`src/rtl/adc_sched_pkg.sv`:
```
// Shared state encoding, widths and helpers for the ADC request scheduler
// and its round-robin arbiter.
package adc_sched_pkg;

    typedef enum logic [1:0] {
        IDLE  = 2'd0,
        START = 2'd1,
        WAIT  = 2'd2,
        ACK   = 2'd3
    } sched_state_e;

    localparam int TMO_CNT_W = 16;

    // Width of a requester index; never narrower than one bit.
    function automatic int chan_w(input int n);
        return (n <= 2) ? 1 : $clog2(n);
    endfunction

endpackage

```
`src/rtl/rr_arbiter.sv`:
```
// Combinational round-robin pick: first set request at or above ptr, wrapping
// at NUM_REQ. Reusable by any block sharing a single resource.
module rr_arbiter
    import adc_sched_pkg::*;
#(
    parameter int NUM_REQ = 4,
    parameter int IDX_W   = chan_w(NUM_REQ)
) (
    input  logic [NUM_REQ-1:0] req,
    input  logic [IDX_W-1:0]   ptr,
    output logic [IDX_W-1:0]   winner,
    output logic               any_req
);

    logic [2*NUM_REQ-1:0] req_dbl;
    logic [NUM_REQ-1:0]   req_rot;
    logic [IDX_W:0]       off;
    logic [IDX_W:0]       sum;

    // Rotate so that bit 0 of req_rot corresponds to the pointer position.
    assign req_dbl = {req, req};
    assign req_rot = NUM_REQ'(req_dbl >> ptr);
    assign any_req = |req;

    always_comb begin
        off = '0;
        for (int i = NUM_REQ - 1; i >= 0; i--) begin
            if (req_rot[i]) begin
                off = (IDX_W + 1)'(i);
            end
        end
        sum = {1'b0, ptr} + off;
        if (sum >= (IDX_W + 1)'(NUM_REQ)) begin
            winner = IDX_W'(sum - (IDX_W + 1)'(NUM_REQ));
        end else begin
            winner = IDX_W'(sum);
        end
    end

endmodule

```
`src/rtl/adc_req_scheduler.sv`:
```
// Round-robin sharing of one SPI ADC conversion engine among NUM_REQ requesters.
// Optional conversion watchdog enabled by defining ADC_SCHED_TIMEOUT_EN.
module adc_req_scheduler
    import adc_sched_pkg::*;
#(
    parameter int NUM_REQ     = 4,
    parameter int DATA_W      = 12,
    parameter int TIMEOUT_CYC = 255,
    localparam int CHAN_W     = chan_w(NUM_REQ)
) (
    input  logic               clk,
    input  logic               rst_n,
    input  logic [NUM_REQ-1:0] req,
    output logic [NUM_REQ-1:0] ack,
    output logic [DATA_W-1:0]  rd_data,
    output logic               rd_err,
    output logic               busy,
    output logic               conv_start,
    output logic [CHAN_W-1:0]  conv_chan,
    input  logic               conv_busy,
    input  logic               conv_done,
    input  logic [DATA_W-1:0]  conv_data
);

    sched_state_e       state_q, state_d;
    logic [CHAN_W-1:0]  chan_q, chan_d;
    logic [CHAN_W-1:0]  ptr_q, ptr_d;
    logic [NUM_REQ-1:0] ack_q, ack_d;
    logic [DATA_W-1:0]  rd_data_q, rd_data_d;
    logic               start_q, start_d;
    logic               busy_q, busy_d;
    logic [CHAN_W-1:0]  winner;
    logic               any_req;
    logic [NUM_REQ-1:0] chan_onehot;

    rr_arbiter #(
        .NUM_REQ (NUM_REQ),
        .IDX_W   (CHAN_W)
    ) u_arb (
        .req     (req),
        .ptr     (ptr_q),
        .winner  (winner),
        .any_req (any_req)
    );

    for (genvar gi = 0; gi < NUM_REQ; gi++) begin : g_onehot
        assign chan_onehot[gi] = (chan_q == CHAN_W'(gi));
    end

`ifdef ADC_SCHED_TIMEOUT_EN
    logic [TMO_CNT_W-1:0] cnt_q, cnt_d;
    logic                 rd_err_q, rd_err_d;
    logic                 tmo_hit;

    // Counter holds the number of completed WAIT cycles; the last one trips it.
    assign tmo_hit = (cnt_q == TMO_CNT_W'(TIMEOUT_CYC - 1));
    assign rd_err  = rd_err_q;
`else
    localparam int unused_timeout_cyc = TIMEOUT_CYC;
    assign rd_err = 1'b0;
`endif

    always_comb begin
        state_d   = state_q;
        chan_d    = chan_q;
        ptr_d     = ptr_q;
        ack_d     = '0;
        rd_data_d = rd_data_q;
        start_d   = 1'b0;
`ifdef ADC_SCHED_TIMEOUT_EN
        cnt_d     = cnt_q;
        rd_err_d  = rd_err_q;
`endif
        case (state_q)
            IDLE: begin
                if (any_req && !conv_busy) begin
                    chan_d  = winner;
                    start_d = 1'b1;
                    state_d = START;
                end
            end
            START: begin
                state_d = WAIT;
`ifdef ADC_SCHED_TIMEOUT_EN
                cnt_d   = '0;
`endif
            end
            WAIT: begin
                // A requester that has let go of req loses its ack but still frees the slot.
                if (conv_done) begin
                    rd_data_d = conv_data;
                    ack_d     = chan_onehot & req;
                    state_d   = ACK;
`ifdef ADC_SCHED_TIMEOUT_EN
                    rd_err_d  = 1'b0;
                end else if (tmo_hit) begin
                    rd_data_d = '0;
                    rd_err_d  = 1'b1;
                    ack_d     = chan_onehot & req;
                    state_d   = ACK;
                end else begin
                    cnt_d     = cnt_q + TMO_CNT_W'(1);
`endif
                end
            end
            ACK: begin
                ptr_d   = (chan_q == CHAN_W'(NUM_REQ - 1)) ? '0 : chan_q + CHAN_W'(1);
                state_d = IDLE;
            end
            default: state_d = IDLE;
        endcase
        busy_d = (state_d != IDLE);
    end

    always_ff @(posedge clk or negedge rst_n) begin
        if (!rst_n) begin
            state_q   <= IDLE;
            chan_q    <= '0;
            ptr_q     <= '0;
            ack_q     <= '0;
            rd_data_q <= '0;
            start_q   <= 1'b0;
            busy_q    <= 1'b0;
`ifdef ADC_SCHED_TIMEOUT_EN
            cnt_q     <= '0;
            rd_err_q  <= 1'b0;
`endif
        end else begin
            state_q   <= state_d;
            chan_q    <= chan_d;
            ptr_q     <= ptr_d;
            ack_q     <= ack_d;
            rd_data_q <= rd_data_d;
            start_q   <= start_d;
            busy_q    <= busy_d;
`ifdef ADC_SCHED_TIMEOUT_EN
            cnt_q     <= cnt_d;
            rd_err_q  <= rd_err_d;
`endif
        end
    end

    assign ack        = ack_q;
    assign rd_data    = rd_data_q;
    assign busy       = busy_q;
    assign conv_start = start_q;
    assign conv_chan  = chan_q;

endmodule

```
`config.mk`:
```
export PLATFORM = sky130hd
export DESIGN_NAME = adc_req_scheduler
export DESIGN_NICKNAME = d
export VERILOG_FILES = /design/src/rtl/adc_sched_pkg.sv /design/src/rtl/rr_arbiter.sv /design/src/rtl/adc_req_scheduler.sv
export SDC_FILE = /design/constraint.sdc
export NUM_CORES = 1
export LEC_CHECK = 0
export BUFFER_PORTS_ARGS = -buffer_cell sky130_fd_sc_hd__buf_2
export CAP_MARGIN = 20
export CORE_MARGIN = 3
export CORE_UTILIZATION = 40
export DETAILED_ROUTE_END_ITERATION = 12
export PLACE_DENSITY = 0.66
export RECOVER_POWER = 100
export SYNTH_ARGS = -nofsm -noshare
export SYNTH_HDL_FRONTEND = slang
export SYNTH_SLANG_ARGS = --single-unit
```
`constraint.sdc`:
```
create_clock -name clk -period 2.4 [get_ports clk]
set_input_delay 0.24 -clock clk [delete_from_list [all_inputs] [get_ports clk]]
set_output_delay 0.24 -clock clk [all_outputs]
set_load 0.01 [all_outputs]
```
# After elaboration in Yosys (flattened, before gate mapping)
# Index checks and enable logic that the tools add are counted.
# word_totals
reg_bits	24
out_inout_bits	21
inputBits	20
word_cells	40
# classes
bitwise_logic	1
n_reduce_logical	8
n_shift	1
add_sub_neg	3
muxes	13
n_eq_ne	6
magnitude_cmp	1
# op_table
op	n
$mux 2	8
$eq 2x2->1 const B	4
$mux 4	2
$pmux 2 s4	1
$shr 8x2->4	1
$and 4x4->4	1
$eq 2x1->1 const B	2
$logic_not 2->1	2
$reduce_and 2->1	2
$reduce_or 4->1	1
$add 2x2->3	1
$ge 3x3->1 const B	1
$add 2x1->2 const B	1
$mux 1	2
$reduce_bool 2->1	1
$sub 2x1->2 const B	1
$logic_and 1x1->1	1
$logic_not 1->1	1

# Longest topological paths before layout
# Gate-level depths: netlist of run 1.
# logic_depth
ltp_word	8
ltp_mapped	10
mapped_depth_nobuf	9

# Hierarchy
# Synthesis of run 1 repeated with hierarchy kept, for this count alone.
# unflattened
cells_unflattened	96
hier_area_um2	1202.4
# modules_own_cells
mod	cells_each	seq_area_each_um2	n_inst	area_per_inst_um2
adc_req_scheduler	69	600.6	1	1023.5
rr_arbiter	27	0.0	1	178.9

# Worst setup path before layout of run 1
# No wires, ideal clock.
# synth_timing
kind	register to register
start	reg ptr_q[0]
end	reg chan_q[1] (netlist: conv_chan[1])
path_slack_ns	0.381
n_path_buf	1
required_ns	2.268
synth_period_minus_slack_ns	2.019
stages_incl_launch_ff	11
arrival_time_ns	1.887
cell_sequence	dfrtp_1 -> buf_2 -> nand3b_1 -> o21ai_0 -> a221oi_1 -> o21ai_0 -> ha_1 -> xor2_1 -> nor4b_4 -> o31ai_1 -> or3b_1
# synth_via
elab_chain_len	8
# synth_rtl
element	line_no	text
start, declared	adc_req_scheduler.sv:27	logic [CHAN_W-1:0] ptr_q, ptr_d;
start signal, assigned	adc_req_scheduler.sv:131	ptr_q <= ptr_d;
$shr 8x2->4	rr_arbiter.sv:22	assign req_rot = NUM_REQ'(req_dbl >> ptr);
$mux 2 (4 in series)	rr_arbiter.sv:28	if (req_rot[i]) begin
$add 2x2->3 (*)	rr_arbiter.sv:32	sum = {1'b0, ptr} + off;
$ge 3x3->1 / $sub 2x1->2 (equally long branches)	rr_arbiter.sv:33, rr_arbiter.sv:34	
$mux 2 (*)	rr_arbiter.sv:33	if (sum >= (IDX_W + 1)'(NUM_REQ)) begin
end signal, assigned	adc_req_scheduler.sv:130	chan_q <= chan_d;
end, declared	adc_req_scheduler.sv:26	logic [CHAN_W-1:0] chan_q, chan_d;
# Every way passes the cells marked *; elsewhere a longest branch is shown, timed or not.
# A chain may end at the register's enable or synchronous reset.

# Final worst setup path of run 1
# Ends and elaborated chain as after synthesis.

==> metrics.txt, run 1 <==
critical path capture point type=flop; clock root buffer=clkbuf_4; placed cells=169; clk_lat worst skew=310 ps; normalized max-slew margin=0.203; Setup TNS Final=0 ps; Max Slew Vio Count=0; via count of the first global-routing pass=894; VDD IR-drop max=0.509 mV; Mapped Area=1220 um^2; Int Power=1.08 mW; Starting Density=0.432; top cell type by total area after synthesis=dfrtp_1; RSZ-0062 raised after global routing=no; Final Util=0.517; clock network power share=0.166; crit-path max cell delay=490 ps; postcts setup bufs=0; Worst Path Arrival=2370 ps; worst min path class=in -> reg; Final Instance Count excl. Fillers=174; fmax=460 MHz; synthesized instance count=104; EDFF count, synth=0; Main synth FF type=dfrtp_1; asr flop ratio synth=1.00; RePlAce Congestion=between 0.8 and 0.9; worst setup margin=226 ps; htree depth=1; Psw=0.614 mW; vias per inst=5.21; flops & latches, synth=24; M1 GR Usage=0.160; Worst-path clk slew=roughly 120 ps; Final #Nets=~170; met2 Usage GRT=0.245; worst path cell trace=nand3b_1 -> o21ai_0 -> a221oi_1 -> o21ai_0 -> ha_1 -> xor2_1 -> nor4b_4 -> o31ai_1 -> or3b_1; Avg WL per Cell=13.3 um; CTS tree=done; Place WS=219 ps; Synth top area share=0.491; status=completed; combinational fraction of design power=0.421; switch share=0.363; crit path buf inv count=0; chip height=between 60 and 70 um; Critical Path Most Common Cell=o21ai_0; sequential share of the synthesized area=0.491; Die X=approximately 61 um; fin crit period=approximately 2200 ps; maximum clock path buffer count=2; Core Box Area=around 2800 um^2; num ports=41; Pleak=0.698 nW; grt ovf=0; Layout area overhead=19.7%; gr usage total=0.136; ant diodes=0; total power=roughly 1.7 mW; period utilization=0.906; Most Crowded Layer GR=met2; top area cells in the synthesized netlist=dfrtp_1 (49%), mux2_2 (13%), ha_1 (9.2%); # setup viols final=0; Synth Net Count=133; Synth warnings=0; Routed WL=roughly 2300 um; CP Data Required Time=2600 ps; port buffer count=39; cell family with most CP delay=compound AO/OA/AOI/OAI gates; Slew @ Worst Pin=between 1000 and 1500 ps; met3 Use GR=0.0524; slowest CP cell=dfrtp_2; DRT iter0 DRCs=17; DRT Pass-1 Iters=4; crit path max fanout=11; Max Clock Skew=just over 5 ps; row cnt=19; layout cells sized above 1=0.273; die area=3760 um^2; initial antenna violation count=0; TritonCTS Buffers=3; Power Dens Cells=1160 nW/um^2; Max Cap Viol=0; global-route wire length before repair=3770 um; count of cell types in the netlist=33; Critical Path Start Type=flop; kind of critical path=reg -> reg; final hold vios=0; Antenna Nets Post-Route=0; Flop pwr share=0.413; Avg Inst Size Synth=11.8 um^2; largest net degree at the start of global routing=25; vias post-DR=around 910; HPWL Detailed=1810 um; Post-route DRC=0; Clock Sinks=24
layer usage:
layer / wire, um / vias up / part of all wire
li1: - / 442 / -
met1: 963 / 437 / 0.42
met2: 1170 / 26 / 0.51
met3: 168 / 2 / 0.073
met4: 8 / 0 / 0.0035
met5: 0 / - / 0
final cells by class:
type | count | area (um^2)
clock buffers | 3 | 22.5
clock inverters | 1 | 30.0
fillers | 254 | 1370
inverters | 8 | 30.0
multi-input cells | 67 | 561
flip-flops and latches | 24 | 602
well taps | 31 | 38.8
repair buffers | 40 | 179
final timing paths:
path	from	cells after the start	end	slack [ps]
max in group asynchronous	rst_n	2	ptr_q[0]	920
min	conv_data[9]	2	rd_data[9]	160
min reg2reg	rd_data[7]	1	rd_data[7]	520
max	ptr_q[0]	9	conv_chan[1]	230
min in group asynchronous	rst_n	2	rd_data[4]	680
max reg2reg	ptr_q[0]	9	conv_chan[1]	230
metrics by stage:
step                      cell area [um^2]  hold WS [ps]
after global routing                  1460           141
after floorplan                       1220         -55.6
after detailed placement              1430           238
final                                 1460           156
after global placement                1430           238
after CTS                             1490           147
synth_stat cells (all sizes together) (3+ instances only):
library cell	number
a21oi	3
o21ai	3
ha	9
mux2	14
buf	3
and3	4
nor2	5
dfrtp	24
inv	8
nand2b	4
logic make-up (layout without fill, tap and decap cells):
kind of cell    count (synthesis)  after routing  synth area share
xor+xnor                        1              1           0.00717
mux                            14             14             0.129
flops                          24             24             0.491
buf+inv                        13             52            0.0502
fa+ha+maj                       9              9            0.0921
compound gates                 13             13            0.0706
other cells                     1              1           0.00307
simple gates                   29             29             0.157
repair_timing:
action                     4_1_cts  5_1_grt
setup endpoints to repair        0        1
hold endpoints to repair        24        0
hold buffers                     1        0
gates resized for setup          0        1
cells in the final DEF, fill, tap and decap left out, types with 2 or more instances in the layout:
| cell type | count |
|---|---|
| clkbuf_1 | 21 |
| buf_2 | 18 |
| nor2_1 | 5 |
| a31oi_1 | 2 |
| mux2_2 | 14 |
| dfrtp_1 | 23 |
| and3_1 | 4 |
| nand2b_1 | 4 |
| a21oi_1 | 3 |
| ha_1 | 9 |
| clkbuf_4 | 3 |
| o21ai_0 | 3 |
| inv_1 | 8 |
| nor4_1 | 2 |
| nand2_1 | 2 |
| a2111oi_1 | 2 |
| nand3b_1 | 2 |
sequential cells by signal (all words and copies together), names as in the netlist:
signal      cells
ptr_q           2
ack             4
rd_data        12
busy            1
conv_start      1
conv_chan       2
state_q         2
worst reg2reg max path: stages, from the launching register on:
cell and delay (ps):
dfrtp_2 490, nand3b_1 110, o21ai_0 100, a221oi_1 250
o21ai_0 150, ha_1 210, xor2_1 260, nor4b_4 80
o31ai_1 70, or3b_1 360
power by group through the flow:
stage	clock network, mW	logic, mW	registers [mW]
detailed placement	0	0.754	0.704
global route	0.310	0.796	0.726
finish	0.281	0.712	0.699
floorplan	0	0.446	0.748
global placement	0	0.733	0.695
CTS	0.292	0.762	0.693
Power figures use the tool's default switching activity.
==> run 2: changes to the inputs <==
CELL_PAD_IN_SITES_DETAIL_PLACEMENT = 0   (was unset)
CELL_PAD_IN_SITES_GLOBAL_PLACEMENT = 2   (was unset)
CORE_UTILIZATION = 33   (was 40)
MAX_ROUTING_LAYER = met4   (was unset)
PLACE_DENSITY = unset   (was 0.66)
PLACE_DENSITY_LB_ADDON = 0.1   (was unset)
clock period = 2.8 ns   (was 2.4 ns; I/O delays follow)
==> run 2 against run 1 <==
Net effect:
- combinational power shrank 18%
- sequential share of layout area shrank 0.67 points
- critical endpoint unchanged
- global-route usage shrank 1.3 points
- non-clock buffer count is the same
- largest cell class unchanged
- setup slack gained 410 ps
==> metrics.txt, run 2 (synthesis results as in run 1) <==
kind of critical path=reg -> reg; combinational fraction of design power=0.393 (-0.028); HPWL Detailed=1910 um (+5.8%); layout cells sized above 1=0.259 (-0.0140); Placed Area=1440 um^2 (+1.3%); DRT iter0 DRCs=48 (+31); commonest non-fill, non-tap cells in the layout=dfrtp_1 (24), clkbuf_1 (21), buf_2 (18); Final Util=0.431 (-0.0859); chip height=66.9 um (+9.1%); gr usage total=0.123 (-0.0133); TritonCTS Buffers=3 (unchanged); Worst Path Arrival=2310 ps (-60 ps); Final #Nets=173 (unchanged); Worst R2R Setup Slack=640 ps (+410 ps); Post-route DRC=0 (unchanged); clock network power share=0.202 (+0.036); Clock Sinks=24 (unchanged); most common cell after layout, fill and taps aside=dfrtp_1; initial antenna violation count=0 (unchanged); Layout area overhead=21.4%; # resized after CTS=0 (unchanged); Critical Path Start Type=flop; clock root buffer=clkbuf_8; port buffer count=39 (unchanged); Int Power=0.961 mW (-11%); num ports=41 (unchanged); Design Area, Final=1480 um^2 (+1.5%); Max Cap Viol=0 (unchanged); total power=1.49 mW (-12%); Routed WL=2390 um (+3.7%); CTS tree=done; Core Box Area=3440 um^2 (+22%); placed cells=184 (+8.9%); vias per inst=4.76 (-8.6%); clk_lat worst skew=260 ps (-50 ps); VDD IR-drop max=0.551 mV (+8.4%); RSZ-0062 raised after global routing=no; Max Slew Vio Count=0 (unchanged); ant diodes=0 (unchanged); Starting Density=0.355 (-0.0770); RePlAce Congestion=0.860 (+6.7%); maximum clock path buffer count=2 (unchanged); Worst-path clk slew=80 ps (-40 ps); htree depth=1 (unchanged); Final Instance Count excl. Fillers=189 (+8.6%); crit path max fanout=11 (unchanged); Max Clock Skew=0.680 ps (-4.36 ps); Flop pwr share=0.405 (-0.008); Pleak=0.697 nW (-0.15%); status=completed; critical path capture point type=flop; hold wc startpoint=conv_data[0]; Setup TNS Final=0 ps (unchanged); fin crit period=2160 ps (-11.6 ps); max FFs per register=12 (unchanged); row cnt=21 (+2); period utilization=0.772 (-0.134); Avg WL per Cell=12.7 um (-4.5%); vias post-DR=900 (-0.77%); normalized max-slew margin=0.155 (-0.0482); worst min path class=in -> reg; Slew @ Worst Pin=1270 ps (+72.3 ps); filler instances=365 (+44%); worst reg2reg path startpoint=ptr_q[0]; final hold vios=0 (unchanged); switch share=0.353 (-0.0100); Psw=0.524 mW (-15%); DRT Pass-1 Iters=4 (unchanged); global-route wire length before repair=4090 um (+8.4%); fmax=462 MHz (+0.54%); hold path cells=2 (unchanged); reg-to-reg endpoint=conv_chan[1]; Hold Path End=rd_data[0]; worst r2r path cells=9 (unchanged); Power Dens Cells=1000 nW/um^2 (-13%); # setup viols final=0 (unchanged); die area=4470 um^2 (+19%); CP Data Required Time=2950 ps (+350 ps); grt ovf=0 (unchanged); postcts setup bufs=0 (unchanged); Die X=66.9 um (+9.1%); Antenna Nets Post-Route=0 (unchanged); largest net degree at the start of global routing=25 (unchanged); via count of the first global-routing pass=919 (+2.8%)
run 2: changes by cell type in the layout (fill, tap and decap cells not counted):
cell / delta
clkbuf_4: -3
clkbuf_8: +3
dfrtp_1: +1
dfrtp_2: -1
nor4b_1: +1
nor4b_4: -1
run 2: layer usage:
layer | global-route usage | part of all wire
met5 | - | 0
met3 | 0.0236 | 0.076
met4 | 0.0304 | 0.0096
met2 | 0.217 | 0.49
met1 | 0.143 | 0.43
run 2: power groups by stage:
stage	sequential [mW]	clock [mW]	combinational, mW
finish	0.602	0.299	0.584
detailed placement	0.609	0	0.647
CTS	0.603	0.309	0.649
global route	0.630	0.325	0.665
floorplan	0.642	0	0.382
global placement	0.600	0	0.641
run 2: stage by stage:
step | setup slack, ps | hold slack (ps)
after floorplan | 781 | -15.6
after global placement | 653 | 289
after detailed placement | 603 | 293
after CTS | 574 | 235
after global routing | 371 | 230
final | 638 | 240
run 2: worst max-delay path by stage:
stage	start	endpoint	slack (ps)	cells after the start
3_5_place_dp	ptr_q[0]	conv_chan[1]	600	9
3_3_place_gp	ptr_q[0]	conv_chan[1]	650	9
2_1_floorplan	ptr_q[0]	conv_chan[1]	780	10
5_1_grt	ptr_q[0]	conv_chan[1]	370	9
4_1_cts	ptr_q[0]	conv_chan[1]	570	9
6_report	ptr_q[0]	conv_chan[1]	640	9
run 2: layout make-up:
| class | instances | area [um^2] | area share |
|---|---|---|---|
| clock buffers | 3 | 41.3 | 0.0278 |
| clock inverters | 1 | 30.0 | 0.0202 |
| inverters | 8 | 30.0 | 0.0202 |
| multi-input cells | 67 | 546 | 0.368 |
| flip-flops and latches | 24 | 601 | 0.405 |
| well taps | 46 | 57.6 | 0.0388 |
| repair buffers | 40 | 179 | 0.121 |
run 2: what timing repair did:
| item | 4_1_cts | 5_1_grt |
|---|---|---|
| hold endpoints to repair | 16 | 0 |
| hold buffers | 1 | 0 |
| setup endpoints to repair | 0 | 0 |
run 2: worst max-delay path, stage by stage (launching register included):
cell and delay (ps):
dfrtp_1 520, nand2b_1 140, o21ai_0 60, a221oi_1 240
o21ai_0 150, ha_1 210, xor2_1 190, nor4b_1 90
o31ai_1 70, or3b_1 360
==> run 3: changes to the inputs <==
CORE_UTILIZATION = 31   (was 33)
clock period = 2.1 ns   (was 2.8 ns; I/O delays follow)
==> run 3 against run 2 <==
Net effect:
- setup slack lost 540 ps
- fmax rose by 7.9%
- clock power hardly changed
- first-iteration DRC count is 52% lower
- largest cell class unchanged
- highest routed layer unchanged
==> metrics.txt, run 3 (synthesis results as in run 1) <==
Worst-path clk slew=80 ps (about the same); Reg area=603 um^2 (+0.42%); Final Util=0.421 (-0.00966); Critical Path Start Type=flop; ant diodes=0 (unchanged); Starting Density=0.327 (-0.0286); Avg WL per Cell=12.8 um (+0.93%); worst setup margin=96.3 ps (-541 ps); crit path max fanout=6 (-5); Core Box Area=3740 um^2 (+8.8%); Clock Sinks=24 (unchanged); critical path capture point type=flop; vias post-DR=912 (+1.3%); die area=4730 um^2 (+5.9%); period utilization=0.954 (+0.182); Max Clock Skew=2.41 ps (+1.73 ps); Worst Path Arrival=2150 ps (-160 ps); gr usage total=0.122 (-0.000438); DRT iter0 DRCs=23 (-52%); Max Slew Vio Count=0 (unchanged); placed cells=194 (+5.4%); status=completed; Post-route DRC=0 (unchanged); # setup viols final=0 (unchanged); grt ovf=0 (unchanged); initial antenna violation count=0 (unchanged); clock root buffer=clkbuf_8; Final Instance Count excl. Fillers=199 (+5.3%); Max Cap Viol=0 (unchanged); max FFs per register=12 (unchanged); final hold vios=0 (unchanged); cell family with most CP delay=simple AND/OR/NAND/NOR gates; Routed WL=2540 um (+6.3%); filler instances=405 (+11%); num ports=41 (unchanged); Place WS=-29.7 ps (-632 ps); CTS tree=done; crit path buf inv count=0 (unchanged); DRT Pass-1 Iters=4 (unchanged); layout cells sized above 1=0.331 (+0.0724); Pleak=0.736 nW (+5.6%); RePlAce Congestion=0.775 (-9.9%); Multi-input gate area=599 um^2 (+9.9%); largest net degree at the start of global routing=25 (unchanged); vias per inst=4.58 (-3.8%); slowest CP cell=dfrtp_2; kind of critical path=reg -> reg; HPWL Detailed=2000 um (+4.6%); CP Data Required Time=2240 ps (-710 ps); most common cell after layout, fill and taps aside=clkbuf_1; Die X=68.8 um (+2.9%); worst path cell trace=nand3b_1 -> o21ai_2 -> a221oi_2 -> o21ai_1 -> ha_2 -> xor2_4 -> nand4_1 -> nor4_1 -> or3b_1; Layout area overhead=29.1%; port buffer count=39 (unchanged); commonest non-fill, non-tap cells in the layout=clkbuf_1 (24), dfrtp_1 (22), buf_2 (17); TritonCTS Buffers=3 (unchanged); Final #Nets=181 (+4.6%); via count of the first global-routing pass=907 (-1.3%); fin crit period=2000 ps (-159 ps); maximum clock path buffer count=2 (unchanged); Antenna Nets Post-Route=0 (unchanged); normalized max-slew margin=0.164 (+0.00857); htree depth=1 (unchanged); worst min path class=in -> reg; VDD IR-drop max=0.665 mV (+21%); crit-path max cell delay=450 ps (-70 ps); Power Dens Cells=1280 nW/um^2 (+28%); chip height=68.8 um (+2.9%); Slew @ Worst Pin=1250 ps (-12.8 ps); global-route wire length before repair=4200 um (+2.5%); fmax=499 MHz (+7.9%); clk_lat worst skew=260 ps (about the same); row cnt=22 (+4.8%)
[run 3: cell count changes in the layout (fill, tap and decap cells not counted), moves of 2 or more]
cell	change
o21ai_0	-2
clkbuf_1	+3
dfrtp_2	+2
buf_4	+6
dfrtp_1	-2
[run 3: metrics by stage]
stage	hold WS (ps)	setup TNS, ps	power [mW]	instance area [um^2]
after floorplan	-85.6	0	1.36	1220
after global placement	222	0	1.72	1510
after detailed placement	229	-29.7	1.73	1510
after CTS	168	0	2.06	1580
after global routing	168	-15.5	2.22	1580
final	178	0	2.02	1580
[run 3: layout make-up]
type | instances | share of cell area
inverters | 8 | 0.0190
flip-flops and latches | 24 | 0.382
repair buffers | 48 | 0.146
multi-input cells | 67 | 0.380
well taps | 48 | 0.0381
clock buffers | 4 | 0.0349
[run 3: report_power, final]
group	total, mW	internal [mW]	switching, mW
registers	0.811	0.667	0.145
logic	0.911	0.449	0.463
clock network	0.301	0.167	0.134
total	2.02	1.28	0.741
[run 3: what timing repair did]
action / in CTS / in global routing
hold endpoints to repair: 24 / 0
gates resized for setup: 1 / 9
pin swaps: 0 / 5
cloned: 0 / 0
setup buffers: 0 / 0
endpoints found under the setup margin: 1 / 1
hold buffers: 1 / 0
[run 3: layer usage]
layer	share of wire	GRT usage	wire length (um)
met1	0.46	0.156	1170
met2	0.47	0.199	1190
met3	0.068	0.0259	172
met4	0.0051	0.0292	13
met5	0	-	0
[run 3: worst register-to-register path, delay by kind of cell, from the launching register on]
| kind | cells | cell delay, ps |
|---|---|---|
| simple gates | 4 | 640 |
| flops | 1 | 450 |
| compound gates | 3 | 410 |
| fa+ha+maj | 1 | 220 |
| xor+xnor | 1 | 160 |
[run 3: final timing paths]
path	from	endpoint	slack (ps)	cells past startpoint
worst max-delay path	ptr_q[0]	conv_chan[1]	100	9
worst min-delay path	conv_data[3]	rd_data[3]	180	2
worst max register to register	ptr_q[0]	conv_chan[1]	100	9
worst min register to register	rd_data[1]	rd_data[1]	510	1
max in group asynchronous	rst_n	ptr_q[1]	530	2
min in group asynchronous	rst_n	rd_data[11]	740	2
